[config.mk]
export PLATFORM = sky130hd
export DESIGN_NAME = mem_access_scheduler
export DESIGN_NICKNAME = d
export VERILOG_FILES = /design/src/rtl/mem_access_scheduler.sv
export SDC_FILE = /design/constraint.sdc
export NUM_CORES = 1
export LEC_CHECK = 0
export ABC_CLOCK_PERIOD_IN_PS = 2400
export CAP_MARGIN = 20
export CORE_AREA = 2 2 292 294
export CTS_CLUSTER_SIZE = 20
export DETAILED_ROUTE_END_ITERATION = 10
export DIE_AREA = 0 0 294 296
export DONT_BUFFER_PORTS = 1
export PLACE_DENSITY = 0.3
export SLEW_MARGIN = 10
export SYNTH_ARGS = -nofsm -noshare
export SYNTH_HDL_FRONTEND = slang
export SYNTH_SLANG_ARGS = --single-unit
[constraint.sdc]
create_clock -name in_clk -period 2.4 [get_ports in_clk]
set_clock_uncertainty 0.2 [all_clocks]
set_input_delay 0.48 -clock in_clk [delete_from_list [all_inputs] [get_ports in_clk]]
set_output_delay 0.48 -clock in_clk [all_outputs]
set_load 0.01 [all_outputs]
[src/rtl/mem_access_scheduler.sv]
// mem_access_scheduler
// Gives one requesting unit at a time the single memory port, choosing units
// round-robin. The owner's address, write data and strobes are passed through
// to memory. Read data comes back registered and tagged with the unit that
// issued the read. An owner is forced off the port after MAX_BURST accesses.
// A one-cycle release bubble separates two owners, so a unit that has just
// lost the port cannot drive a stray access.

module mem_access_scheduler #(
    parameter int NUM_REQ         = 4,
    parameter int WORD_SIZE       = 32,
    parameter int BLOCK_SIZE      = 3,
    parameter int LOG_MEMORY_SIZE = 10,
    parameter int MAX_BURST       = 4
) (
    input  logic                                          in_clk,
    input  logic                                          in_reset,
    input  logic [NUM_REQ-1:0]                            in_req,
    input  logic [NUM_REQ-1:0]                            in_last,
    input  logic [NUM_REQ-1:0]                            in_we,
    input  logic [NUM_REQ-1:0]                            in_re,
    input  logic [NUM_REQ*LOG_MEMORY_SIZE-1:0]            in_addr,
    input  logic [NUM_REQ*WORD_SIZE*BLOCK_SIZE-1:0]       in_wdata,
    input  logic [WORD_SIZE*BLOCK_SIZE-1:0]               in_mem_rdata,
    output logic [NUM_REQ-1:0]                            out_grant,
    output logic [LOG_MEMORY_SIZE-1:0]                    out_mem_addr,
    output logic [WORD_SIZE*BLOCK_SIZE-1:0]               out_mem_wdata,
    output logic                                          out_mem_we,
    output logic                                          out_mem_re,
    output logic [WORD_SIZE*BLOCK_SIZE-1:0]               out_rdata,
    output logic [NUM_REQ-1:0]                            out_rvalid,
    output logic                                          out_busy
);

    localparam int LINE_W = WORD_SIZE * BLOCK_SIZE;
    localparam int PTR_W  = (NUM_REQ > 1) ? $clog2(NUM_REQ) : 1;
    localparam int CNT_W  = $clog2(MAX_BURST + 1);

    localparam logic [1:0] ST_IDLE    = 2'd0;
    localparam logic [1:0] ST_GRANT   = 2'd1;
    localparam logic [1:0] ST_RELEASE = 2'd2;

    localparam logic [NUM_REQ-1:0] ONE_HOT_0 = {{(NUM_REQ-1){1'b0}}, 1'b1};

    logic [1:0]           r_state;
    logic [NUM_REQ-1:0]   r_grant;
    logic [PTR_W-1:0]     r_owner;
    logic [PTR_W-1:0]     r_ptr;
    logic [CNT_W-1:0]     r_burst;
    logic [NUM_REQ-1:0]   r_rd_tag;
    logic [NUM_REQ-1:0]   r_rvalid;
    logic [LINE_W-1:0]    r_rdata;

    logic [2*NUM_REQ-1:0] w_req_dbl;
    logic [NUM_REQ-1:0]   w_req_rot;
    logic                 w_pick_found;
    logic [PTR_W-1:0]     w_pick_idx;
    logic                 w_own_req;
    logic                 w_own_we;
    logic                 w_own_re;
    logic                 w_own_last;
    logic [NUM_REQ-1:0]   w_own_onehot;
    logic                 w_in_grant;
    logic                 w_access;
    logic                 w_wr;
    logic                 w_rd;
    logic                 w_burst_full;
    logic                 w_exit;

    // Rotate the request vector so bit 0 is the unit the pointer favours
    assign w_req_dbl = {in_req, in_req};
    assign w_req_rot = w_req_rot_f(w_req_dbl, r_ptr);

    function automatic logic [NUM_REQ-1:0] w_req_rot_f(input logic [2*NUM_REQ-1:0] dbl,
                                                       input logic [PTR_W-1:0] sh);
        logic [2*NUM_REQ-1:0] tmp;
        tmp = dbl >> sh;
        return tmp[NUM_REQ-1:0];
    endfunction

    // Round-robin pick: first requesting unit at or above the pointer, with wrap
    always_comb begin
        w_pick_found = 1'b0;
        w_pick_idx   = {PTR_W{1'b0}};
        for (int k = 0; k < NUM_REQ; k++) begin
            if (!w_pick_found && w_req_rot[k]) begin
                w_pick_found = 1'b1;
                w_pick_idx   = PTR_W'((int'(r_ptr) + k) % NUM_REQ);
            end else begin
                w_pick_found = w_pick_found;
            end
        end
    end

    // Owner's request-side controls
    assign w_own_req    = in_req[r_owner];
    assign w_own_we     = in_we[r_owner];
    assign w_own_re     = in_re[r_owner];
    assign w_own_last   = in_last[r_owner];
    assign w_own_onehot = ONE_HOT_0 << r_owner;

    // Accesses count only while the owner still holds its request
    assign w_in_grant   = (r_state == ST_GRANT);
    assign w_access     = w_in_grant & w_own_req & (w_own_we | w_own_re);
    assign w_wr         = w_access & w_own_we;
    assign w_rd         = w_access & w_own_re & ~w_own_we;
    assign w_burst_full = (r_burst == CNT_W'(MAX_BURST - 1));
    assign w_exit       = w_in_grant & (~w_own_req | (w_access & (w_own_last | w_burst_full)));

    // Memory address/data follow the owner during GRANT and are zero otherwise
    always_comb begin
        out_mem_addr  = {LOG_MEMORY_SIZE{1'b0}};
        out_mem_wdata = {LINE_W{1'b0}};
        if (w_in_grant) begin
            out_mem_addr  = in_addr[r_owner*LOG_MEMORY_SIZE +: LOG_MEMORY_SIZE];
            out_mem_wdata = in_wdata[r_owner*LINE_W +: LINE_W];
        end else begin
            out_mem_addr  = {LOG_MEMORY_SIZE{1'b0}};
            out_mem_wdata = {LINE_W{1'b0}};
        end
    end

    assign out_mem_we = w_wr;
    assign out_mem_re = w_rd;
    assign out_grant  = r_grant;
    assign out_rdata  = r_rdata;
    assign out_rvalid = r_rvalid;
    assign out_busy   = (r_state == ST_GRANT) || (r_state == ST_RELEASE);

    // Grant FSM: pick in IDLE, count accesses in GRANT, advance pointer in RELEASE
    always_ff @(posedge in_clk or negedge in_reset) begin
        if (!in_reset) begin
            r_state <= ST_IDLE;
            r_grant <= {NUM_REQ{1'b0}};
            r_owner <= {PTR_W{1'b0}};
            r_ptr   <= {PTR_W{1'b0}};
            r_burst <= {CNT_W{1'b0}};
        end else begin
            case (r_state)
                ST_IDLE: begin
                    if (w_pick_found) begin
                        r_grant <= ONE_HOT_0 << w_pick_idx;
                        r_owner <= w_pick_idx;
                        r_burst <= {CNT_W{1'b0}};
                        r_state <= ST_GRANT;
                    end else begin
                        r_grant <= {NUM_REQ{1'b0}};
                    end
                end
                ST_GRANT: begin
                    if (w_access) begin
                        r_burst <= r_burst + CNT_W'(1);
                    end else begin
                        r_burst <= r_burst;
                    end
                    if (w_exit) begin
                        r_grant <= {NUM_REQ{1'b0}};
                        r_state <= ST_RELEASE;
                    end else begin
                        r_state <= ST_GRANT;
                    end
                end
                ST_RELEASE: begin
                    if (r_owner == PTR_W'(NUM_REQ - 1)) begin
                        r_ptr <= {PTR_W{1'b0}};
                    end else begin
                        r_ptr <= r_owner + PTR_W'(1);
                    end
                    r_burst <= {CNT_W{1'b0}};
                    r_grant <= {NUM_REQ{1'b0}};
                    r_state <= ST_IDLE;
                end
                default: begin
                    r_grant <= {NUM_REQ{1'b0}};
                    r_burst <= {CNT_W{1'b0}};
                    r_state <= ST_IDLE;
                end
            endcase
        end
    end

    // Read return: remember the issuing unit, then capture memory data a cycle later
    always_ff @(posedge in_clk or negedge in_reset) begin
        if (!in_reset) begin
            r_rd_tag <= {NUM_REQ{1'b0}};
            r_rvalid <= {NUM_REQ{1'b0}};
            r_rdata  <= {LINE_W{1'b0}};
        end else begin
            if (w_rd) begin
                r_rd_tag <= w_own_onehot;
            end else begin
                r_rd_tag <= {NUM_REQ{1'b0}};
            end
            r_rvalid <= r_rd_tag;
            if (|r_rd_tag) begin
                r_rdata <= in_mem_rdata;
            end else begin
                r_rdata <= r_rdata;
            end
        end
    end

endmodule
==> results of run 1 <==
layout make-up:
type	count	area, um^2	share of cell area, %
clock inverter	8	100.1	0.8410
antenna	27	67.56	0.5677
timing repair buffer	167	2009	16.88
inverter	7	26.28	0.2208
clock buffer	23	467.9	3.932
sequential	117	2935	24.66
tap	1090	1364	11.46
multi-input combinational	372	4931	41.43
layout by cell type, fill, tap and decap left out, types with 10 or more instances in the layout:
| cell type | count |
|---|---|
| and2_1 | 27 |
| and2_4 | 86 |
| buf_12 | 23 |
| buf_4 | 26 |
| buf_6 | 10 |
| clkbuf_16 | 17 |
| dfrtp_1 | 115 |
| diode_2 | 27 |
| dlygate4sd3_1 | 96 |
| mux2_2 | 98 |
| mux4_2 | 110 |
stage by stage:
| stage | instance area (um^2) | hold WS (ps) | instances | setup WS [ps] | util (%) |
|---|---|---|---|---|---|
| global route | 11890 | -508.7 | 1806 | -531.8 | 14.12 |
| global placement | 9618 | -12.60 | 1628 | -84.91 | 11.42 |
| finish | 11900 | -458.8 | 1811 | -469.4 | 14.13 |
| detailed placement | 9618 | -12.95 | 1628 | -72.62 | 11.42 |
| floorplan | 7876 | -15.59 | 543 | 41.60 | - |
| CTS | 11830 | -525.2 | 1781 | -530.2 | 14.05 |
synthesized netlist by cell type, types with 3 or more instances:
cell type	instances	area, um^2
dfrtp_1	117	2928
and2_1	111	694.4
mux4_2	110	2477
mux2_2	98	1104
buf_2	24	120.1
clkbuf_1	19	71.32
ha_1	9	112.6
inv_1	7	26.28
nand2_1	5	18.77
nand3_1	4	20.02
nor2b_1	4	25.02
o22ai_1	4	25.02
o31ai_1	4	30.03
buf_6	3	33.78
worst min path at each step:
stage | start | endpoint | slack (ps)
2_1_floorplan | in_reset | out_grant[0] | -20
4_1_cts | in_reset | out_rdata[84] | -530
3_3_place_gp | in_reset | out_rdata[58] | -10
5_1_grt | in_reset | out_rdata[84] | -510
3_5_place_dp | in_reset | out_rdata[58] | -10
6_report | in_reset | out_rdata[79] | -460
sequential cells by signal, indices dropped and copies added, names as in the netlist:
name	cells
out_grant	4
out_rdata	96
r_state	2
r_ptr	2
r_rd_tag	4
r_owner	2
out_rvalid	4
r_burst	3
routing by layer:
layer  track usage [%]  vias up
li1                  -     2397
met1             10.41     3053
met2             22.43      605
met3             7.352      220
met4             6.869       58
met5             1.275        -
worst max-delay path, stage by stage, from the launching register on:
cell and delay (ps):
dfrtp_4 430, buf_12 140, buf_12 170, buf_16 160
mux4_2 610, and2_4 220
kinds of logic (layout without fill, tap and decap cells):
kind of cell	after synthesis	in the layout	synth area share, %
other	0	27	0
adder cells (fa/ha/maj)	9	9	1.430
AND/OR/NAND/NOR	135	135	10.61
multiplexers	209	209	45.59
AO/OA/AOI/OAI	19	19	1.954
buffers and inverters	54	205	3.241
flip-flops	117	117	37.17
timing repair:
action,CTS,global route
pin swaps,8,0
gates cloned,7,0
endpoints found under the setup margin,108,115
buffers inserted,19,7
endpoints found under the hold margin,213,117
gates resized for setup,166,10
report_power, final:
group	total, uW	internal [uW]	leakage, uW	switching (uW)
Combinational	9570	5080	0.00264	4480
Sequential	4140	2930	0.00140	1200
Clock	2550	1570	0.000278	971
==> flow_summary.toml, run 1 <==
[run_status]
status = "finished, violations left"
violations = "hold timing, setup timing"

[synth]
syn_avg_cell_area_um2 = 14.51
synth-seq-area-share_pct = 37.17
ys_ff_latch = 117
syn_area_um2 = 7876
async_reset_ff_share_pct = 100.0
synth.net_count = 1090
ys.flop_type = "dfrtp_1"
synthDistinctLibCells = 33
synthCells = 543
yosysWarnings = 0
synth-edff-count = 0

[global_routing]
grt_pass1_vias = 6563
grt_max_degree = 118
antenna_found_initial = 94
grt_first_pass_wirelength_mm = 68.87
groute.usage.overall_pct = 12.39
grt_remaining_overflow = 0

[cts]
clock_latency_ps = 440
ctsHoldBuffers = 96
clk_path_buf_depth = 2
cts_tree = "done"
htreeDepth = 4
cts_root_buffer = "clkbuf_16"
clock-sinks = 117
path_clk_slew_ps = 60
numCtsBuffers = 17

[critical_path]
crit_type = "reg -> out"
start_kind = "flip-flop"
arrival_ps = 2190
rr_worst_depth = 8
crit_required_ps = 1720
crit_fanout = 9
endpoint = "out_mem_wdata[74]"
r2r_slack_ps = -10
setup.worst_path.start = "r_owner[0]"
worstReg2RegEnd = "out_grant[0]"
timing.rr.start = "r_owner[0]"
critPathCaptureType = "output pin"

[drt]
dr_wl_met3_mm = 7.672
drt-initial-drc-count = 430
drc = 0
post_drt_wl_per_cell_um = 31.41
dr.pass1.iters = 6
wl_met2_mm = 29.44
avgViaCountPerCell = 3.497
totalWireLength_mm = 56.88
top_layer = "met5"
wl_met1_mm = 16.16
via_count = 6333
ant_nets = 0

[place]
hpwl_mm = 48.92
port_buffers = 0
gp_congestion = 1.024

[sta]
setup_ws_ps = -469.4
drv_slew = 0
rsz0062_at_grt = "true"
whs_ps = -458.8
hold_viol = 117
fin_setup_tns_ps = -34900
finalSetupViolCount = 112
max-slew-margin-rel_pct = 75.42
post-route-min-period_ps = 2869
worst_pin_slew_ps = 368.8
finalCritPeriodShare_pct = 119.6
max_freq_mhz = 348.5

[job]
cap_violations = 0

[power_and_ir_drop]
p_per_area_nw_per_um2 = 1365
ir_drop_v = 0.0005226
p_leak_uw = 0.004318
power_uw = 16250

[floorplanning]
die-height_um = 296
coreArea_um2 = 84210
start_util_pct = 9.353
rows = 107
die_w_um = 294
die_area_um2 = 87020
io_pins = 751

[final_layout]
layout-drive-gt1-share_pct = 57.93
fillCellCount = 9307
syn_to_final_growth_pct = 51.10
layout.nets = 1229

[hold_path]
hold_path_class = "in -> async"
Note: power is estimated with default switching activity, not from simulation.
==> run 2, diff against run 1 <==
==> constraint.sdc (replaced) <==
create_clock -name in_clk -period 2.4 [get_ports in_clk]
set_clock_uncertainty 0.2 [all_clocks]
set_input_delay 0.24 -clock in_clk [delete_from_list [all_inputs] [get_ports in_clk]]
set_output_delay 0.24 -clock in_clk [all_outputs]
set_load 0.01 [all_outputs]
==> run 2 against run 1 <==
  * Sequential power is 1% higher
  * The flow still finishes with violations (hold timing, setup timing)
  * Highest routed layer unchanged
  * Largest power group unchanged
  * Critical path type unchanged
  * Power down 0.17%
  * Sequential share of layout area barely moved
==> flow_summary.toml, run 2 (same netlist as run 1, synthesis figures left out) <==
[drt]
ant_nets = 0
via_count = 6422
drc = 0
totalWireLength_mm = 58.60
post_drt_wl_per_cell_um = 32.48
drt-initial-drc-count = 519
avgViaCountPerCell = 3.560
dr.pass1.iters = 6

[cts]
clk_path_buf_depth = 2
ctsHoldBuffers = 102
htreeDepth = 4
numCtsBuffers = 17
cts_root_buffer = "clkbuf_16"
clock-sinks = 117
path_clk_slew_ps = 70
cts_tree = "done"
clock_latency_ps = 470

[global_routing]
top_usage_layer = "met2"
gr-usage-met3_pct = 6.745
groute.usage.overall_pct = 12.64
grt_first_pass_wirelength_mm = 69.21
grt_remaining_overflow = 0
grt_pass1_vias = 6370
use_met1_pct = 11.69
grt_max_degree = 118
grt_use_met2_pct = 22.42
antenna_found_initial = 92

[floorplanning]
die_w_um = 294
coreArea_um2 = 84210
io_pins = 751
die_area_um2 = 87020
rows = 107
die-height_um = 296
start_util_pct = 9.353

[power_and_ir_drop]
switching_share_pct = 41.50
internal_power_uw = 9490
p_per_area_nw_per_um2 = 1364
pwr-share-comb_pct = 57.3
p_clk_share_pct = 16.9
pwr-share-seq_pct = 25.8
switchingPower_uw = 6732
p_leak_uw = 0.004280
ir_drop_v = 0.0005415

[critical_path]
slowest_stage = "dfrtp_4"
critPathTopFamily = "flip-flops"
critPathCaptureType = "output pin"
arrival_ps = 2180
path_cells = "buf_12 > buf_12 > buf_16 > mux4_2 > and2_4"
cpPeakStageDelay_ps = 530
crit_top_cell = "buf_12"
crit_type = "reg -> out"
cp.buffers_inverters = 3
crit_fanout = 7
crit_required_ps = 1960
start_kind = "flip-flop"

[place]
port_buffers = 0
place_ws_ps = 97.85
hpwl_mm = 49.74
gp_congestion = 1.047

[final_layout]
final_cell_mix = "115 x dfrtp_1, 110 x mux4_2, 102 x dlygate4sd3_1"
final_common_cell = "dfrtp_1"
layout-drive-gt1-share_pct = 56.48
layout.nets = 1221
register_area_um2 = 2935
syn_to_final_growth_pct = 50.99
multi_input_area_um2 = 4922
largest_register_ffs = 96
fillCellCount = 9319

[sta]
max_freq_mhz = 381.7
finalSetupViolCount = 108
hold_viol = 117
setup_ws_ps = -219.9
max-slew-margin-rel_pct = 72.01
whs_ps = -727.9
rsz0062_at_grt = "true"
finalCritPeriodShare_pct = 109.2
worst_pin_slew_ps = 419.8
drv_slew = 0
post-route-min-period_ps = 2620
fin_setup_tns_ps = -15410

[hold_path]
hold_path_class = "in -> async"

[job]
cap_violations = 0

[run_status]
status = "finished, violations left"
violations = "hold timing, setup timing"
## run 2: changes by cell type in the layout (fill, tap and decap cells not counted), sizes merged
cell         before  now
buf              71   54
dlygate4sd3      96  102
clkinvlp          1    4
clkbuf           23   21
inv               8   10
bufinv            2    3
## run 2: cell type report
type / instances / share of cell area [%]
diodes: 27 / 0.5681
inverters: 7 / 0.2209
repair buffers: 159 / 16.52
clock inverters: 14 / 1.462
clock buffers: 18 / 3.693
multi-input cells: 372 / 41.39
well taps: 1090 / 11.47
flip-flops and latches: 117 / 24.68
## run 2: path summary, 6_finish.rpt
kind / from / end / slack [ps] / depth (start not counted)
worst min-delay path: in_reset / out_rdata[82] / -730 / 0
worst min register to register: r_rd_tag[0] / out_rvalid[0] / 240 / 0
max in group asynchronous: in_reset / out_rdata[70] / 2550 / 0
min in group in_clk: in_req[3] / r_owner[0] / 100 / 4
worst max register to register: r_owner[0] / out_grant[2] / 80 / 7
worst max-delay path: r_owner[0] / out_mem_addr[5] / -220 / 5
## run 2: stage by stage
step / total power [uW] / instance area, um^2 / util, % / std cells
floorplan: 8950 / 7876 / - / 543
global route: 17120 / 11880 / 14.10 / 1797
global placement: 11930 / 9468 / 11.24 / 1618
CTS: 16310 / 11650 / 13.84 / 1769
finish: 16220 / 11890 / 14.12 / 1804
detailed placement: 11960 / 9468 / 11.24 / 1618
## run 2: what timing repair did
| action | in CTS | in global routing |
|---|---|---|
| resized for setup | 144 | 18 |
| gates cloned | 6 | 3 |
| endpoints found under the setup margin | 108 | 110 |
| buffers inserted | 11 | 7 |
| hold endpoints to repair | 221 | 117 |
| pin swaps | 2 | 2 |
## run 2: per-layer routing
layer / vias up / wire [um]
met4: 42 / 2998
li1: 2389 / -
met5: - / 274
met2: 650 / 29830
met1: 3137 / 18140
met3: 204 / 7350
## run 2: power by group through the flow
stage | Clock, uW | Sequential (uW) | Combinational (uW)
global route | 2960 | 4330 | 9830
detailed placement | 0 | 4260 | 7700
finish | 2740 | 4190 | 9290
floorplan | 0 | 3800 | 5150
CTS | 2900 | 4220 | 9200
global placement | 0 | 4300 | 7630
==> run 3, diff against run 2 <==
--- a/config.mk
+++ b/config.mk
@@ -13,6 +13,7 @@
 export DIE_AREA = 0 0 294 296
 export DONT_BUFFER_PORTS = 1
 export PLACE_DENSITY = 0.3
+export SETUP_SLACK_MARGIN = 0.02
 export SLEW_MARGIN = 10
 export SYNTH_ARGS = -nofsm -noshare
 export SYNTH_HDL_FRONTEND = slang
==> run 3 against run 2 <==
  * The run still ends with hold timing, setup timing left
  * Global-route usage stayed put
  * Sequential cell count is the same
  * Count of clock-buffer cells in the layout unchanged
  * Critical path depth stayed put
  * Clock power about the same
  * Final cell count up 0.11%
  * Maximum frequency is 0.10% lower
  * Hold slack hardly changed
  * Largest cell class unchanged
  * Largest power group unchanged
==> flow_summary.toml, run 3 (same netlist as run 1, synthesis figures left out) <==
[critical_path]
crit_top_cell = "buf_12"
crit_fanout = 7
arrival_ps = 2180
slowest_stage = "dfrtp_4"
start_kind = "flip-flop"
crit_required_ps = 1960
crit_type = "reg -> out"
cpPeakStageDelay_ps = 530
critPathCaptureType = "output pin"
path_cells = "buf_12 > buf_12 > buf_16 > mux4_2 > and2_4"

[drt]
post_drt_wl_per_cell_um = 32.44
drc = 0
drt-initial-drc-count = 449
dr.pass1.iters = 5
ant_nets = 0
avgViaCountPerCell = 3.568
totalWireLength_mm = 58.59
via_count = 6444

[final_layout]
final_area_um2 = 11910
layout.nets = 1221
fin_util_pct = 14.15
largest_register_ffs = 96
syn_to_final_growth_pct = 51.23
layout-drive-gt1-share_pct = 56.91
final_cells = 1806
final_cell_mix = "115 x dfrtp_1, 110 x mux4_2, 102 x dlygate4sd3_1"
final_common_cell = "dfrtp_1"

[global_routing]
grt_pass1_vias = 6370
grt_remaining_overflow = 0
grt_first_pass_wirelength_mm = 69.21
antenna_found_initial = 92
groute.usage.overall_pct = 12.64
grt_max_degree = 118

[sta]
drv_slew = 0
max-slew-margin-rel_pct = 71.26
rsz0062_at_grt = "true"
post-route-min-period_ps = 2623
whs_ps = -728.1
worst_pin_slew_ps = 431.1
finalSetupViolCount = 108
max_freq_mhz = 381.3
hold_viol = 117
finalCritPeriodShare_pct = 109.3
setup_ws_ps = -222.6

[cts]
cts_tree = "done"
ctsHoldBuffers = 102
htreeDepth = 4
clock-sinks = 117
clk_path_buf_depth = 2
clock_latency_ps = 470
cts_root_buffer = "clkbuf_16"
numCtsBuffers = 17
path_clk_slew_ps = 70

[floorplanning]
die_area_um2 = 87020
coreArea_um2 = 84210
io_pins = 751
start_util_pct = 9.353
die-height_um = 296
rows = 107
die_w_um = 294

[hold_path]
hold_path_class = "in -> async"

[place]
place_ws_ps = 97.85
port_buffers = 0
placed_cells = 1618
gp_congestion = 1.047
placed_cell_area_um2 = 9468
hpwl_mm = 49.74

[run_status]
status = "finished, violations left"
violations = "hold timing, setup timing"

[power_and_ir_drop]
p_per_area_nw_per_um2 = 1364
p_leak_uw = 0.004286
ir_drop_v = 0.0005436

[job]
cap_violations = 0
-- run 3: worst paths after layout --
| check | from | slack (ps) | depth (start not counted) | end |
|---|---|---|---|---|
| worst max register to register | r_owner[0] | 90 | 7 | out_grant[3] |
| min in group in_clk | in_req[0] | 120 | 4 | r_owner[0] |
| worst max-delay path | r_owner[0] | -220 | 5 | out_mem_wdata[95] |
| worst min register to register | r_rd_tag[0] | 240 | 0 | out_rvalid[0] |
| max in group asynchronous | in_reset | 2550 | 0 | out_rdata[70] |
| worst min-delay path | in_reset | -730 | 0 | out_rdata[82] |
-- run 3: what timing repair did --
action	4_1_cts	5_1_grt
pin swaps	2	2
gates cloned	6	3
resized for setup	144	21
hold endpoints to repair	221	117
buffers inserted	11	7
endpoints found under the setup margin	108	113
-- run 3: where the power goes --
part	leakage [uW]	switching, uW	total [uW]	internal (uW)
logic	0.00260	4410	9310	4900
clock network	0.000290	1080	2740	1660
registers	0.00140	1250	4190	2930
total	0.00429	6750	16200	9500
-- run 3: worst max-delay path: cells and delay by family (launching register included) --
family	cells	cell delay, ps
buffers and inverters	3	470
muxes	1	500
DFF	1	530
and+or+nand+nor	1	190
-- run 3: layout make-up --
class	instances	area, um^2
fillers	9319	72300
multi-input cells	372	4936
flip-flops and latches	117	2935
repair buffers	159	1964
well taps	1090	1364
clock buffers	18	439.2
clock inverters	14	173.9
diodes	29	72.57
inverters	7	26.28
-- run 3: per-layer routing --
metal | vias to the layer above | wire length (um) | GRT usage, %
li1 | 2390 | - | -
met1 | 3153 | 18150 | 11.69
met2 | 669 | 29770 | 22.42
met3 | 196 | 7386 | 6.745
met4 | 36 | 3046 | 6.396
met5 | - | 240 | 1.164
-- run 3: metrics by stage --
step	total power (uW)	setup TNS, ps
after floorplan	8950	0
after global routing	17140	-24660
final	16240	-15390
after global placement	11930	0
after CTS	16310	-22400
after detailed placement	11960	0
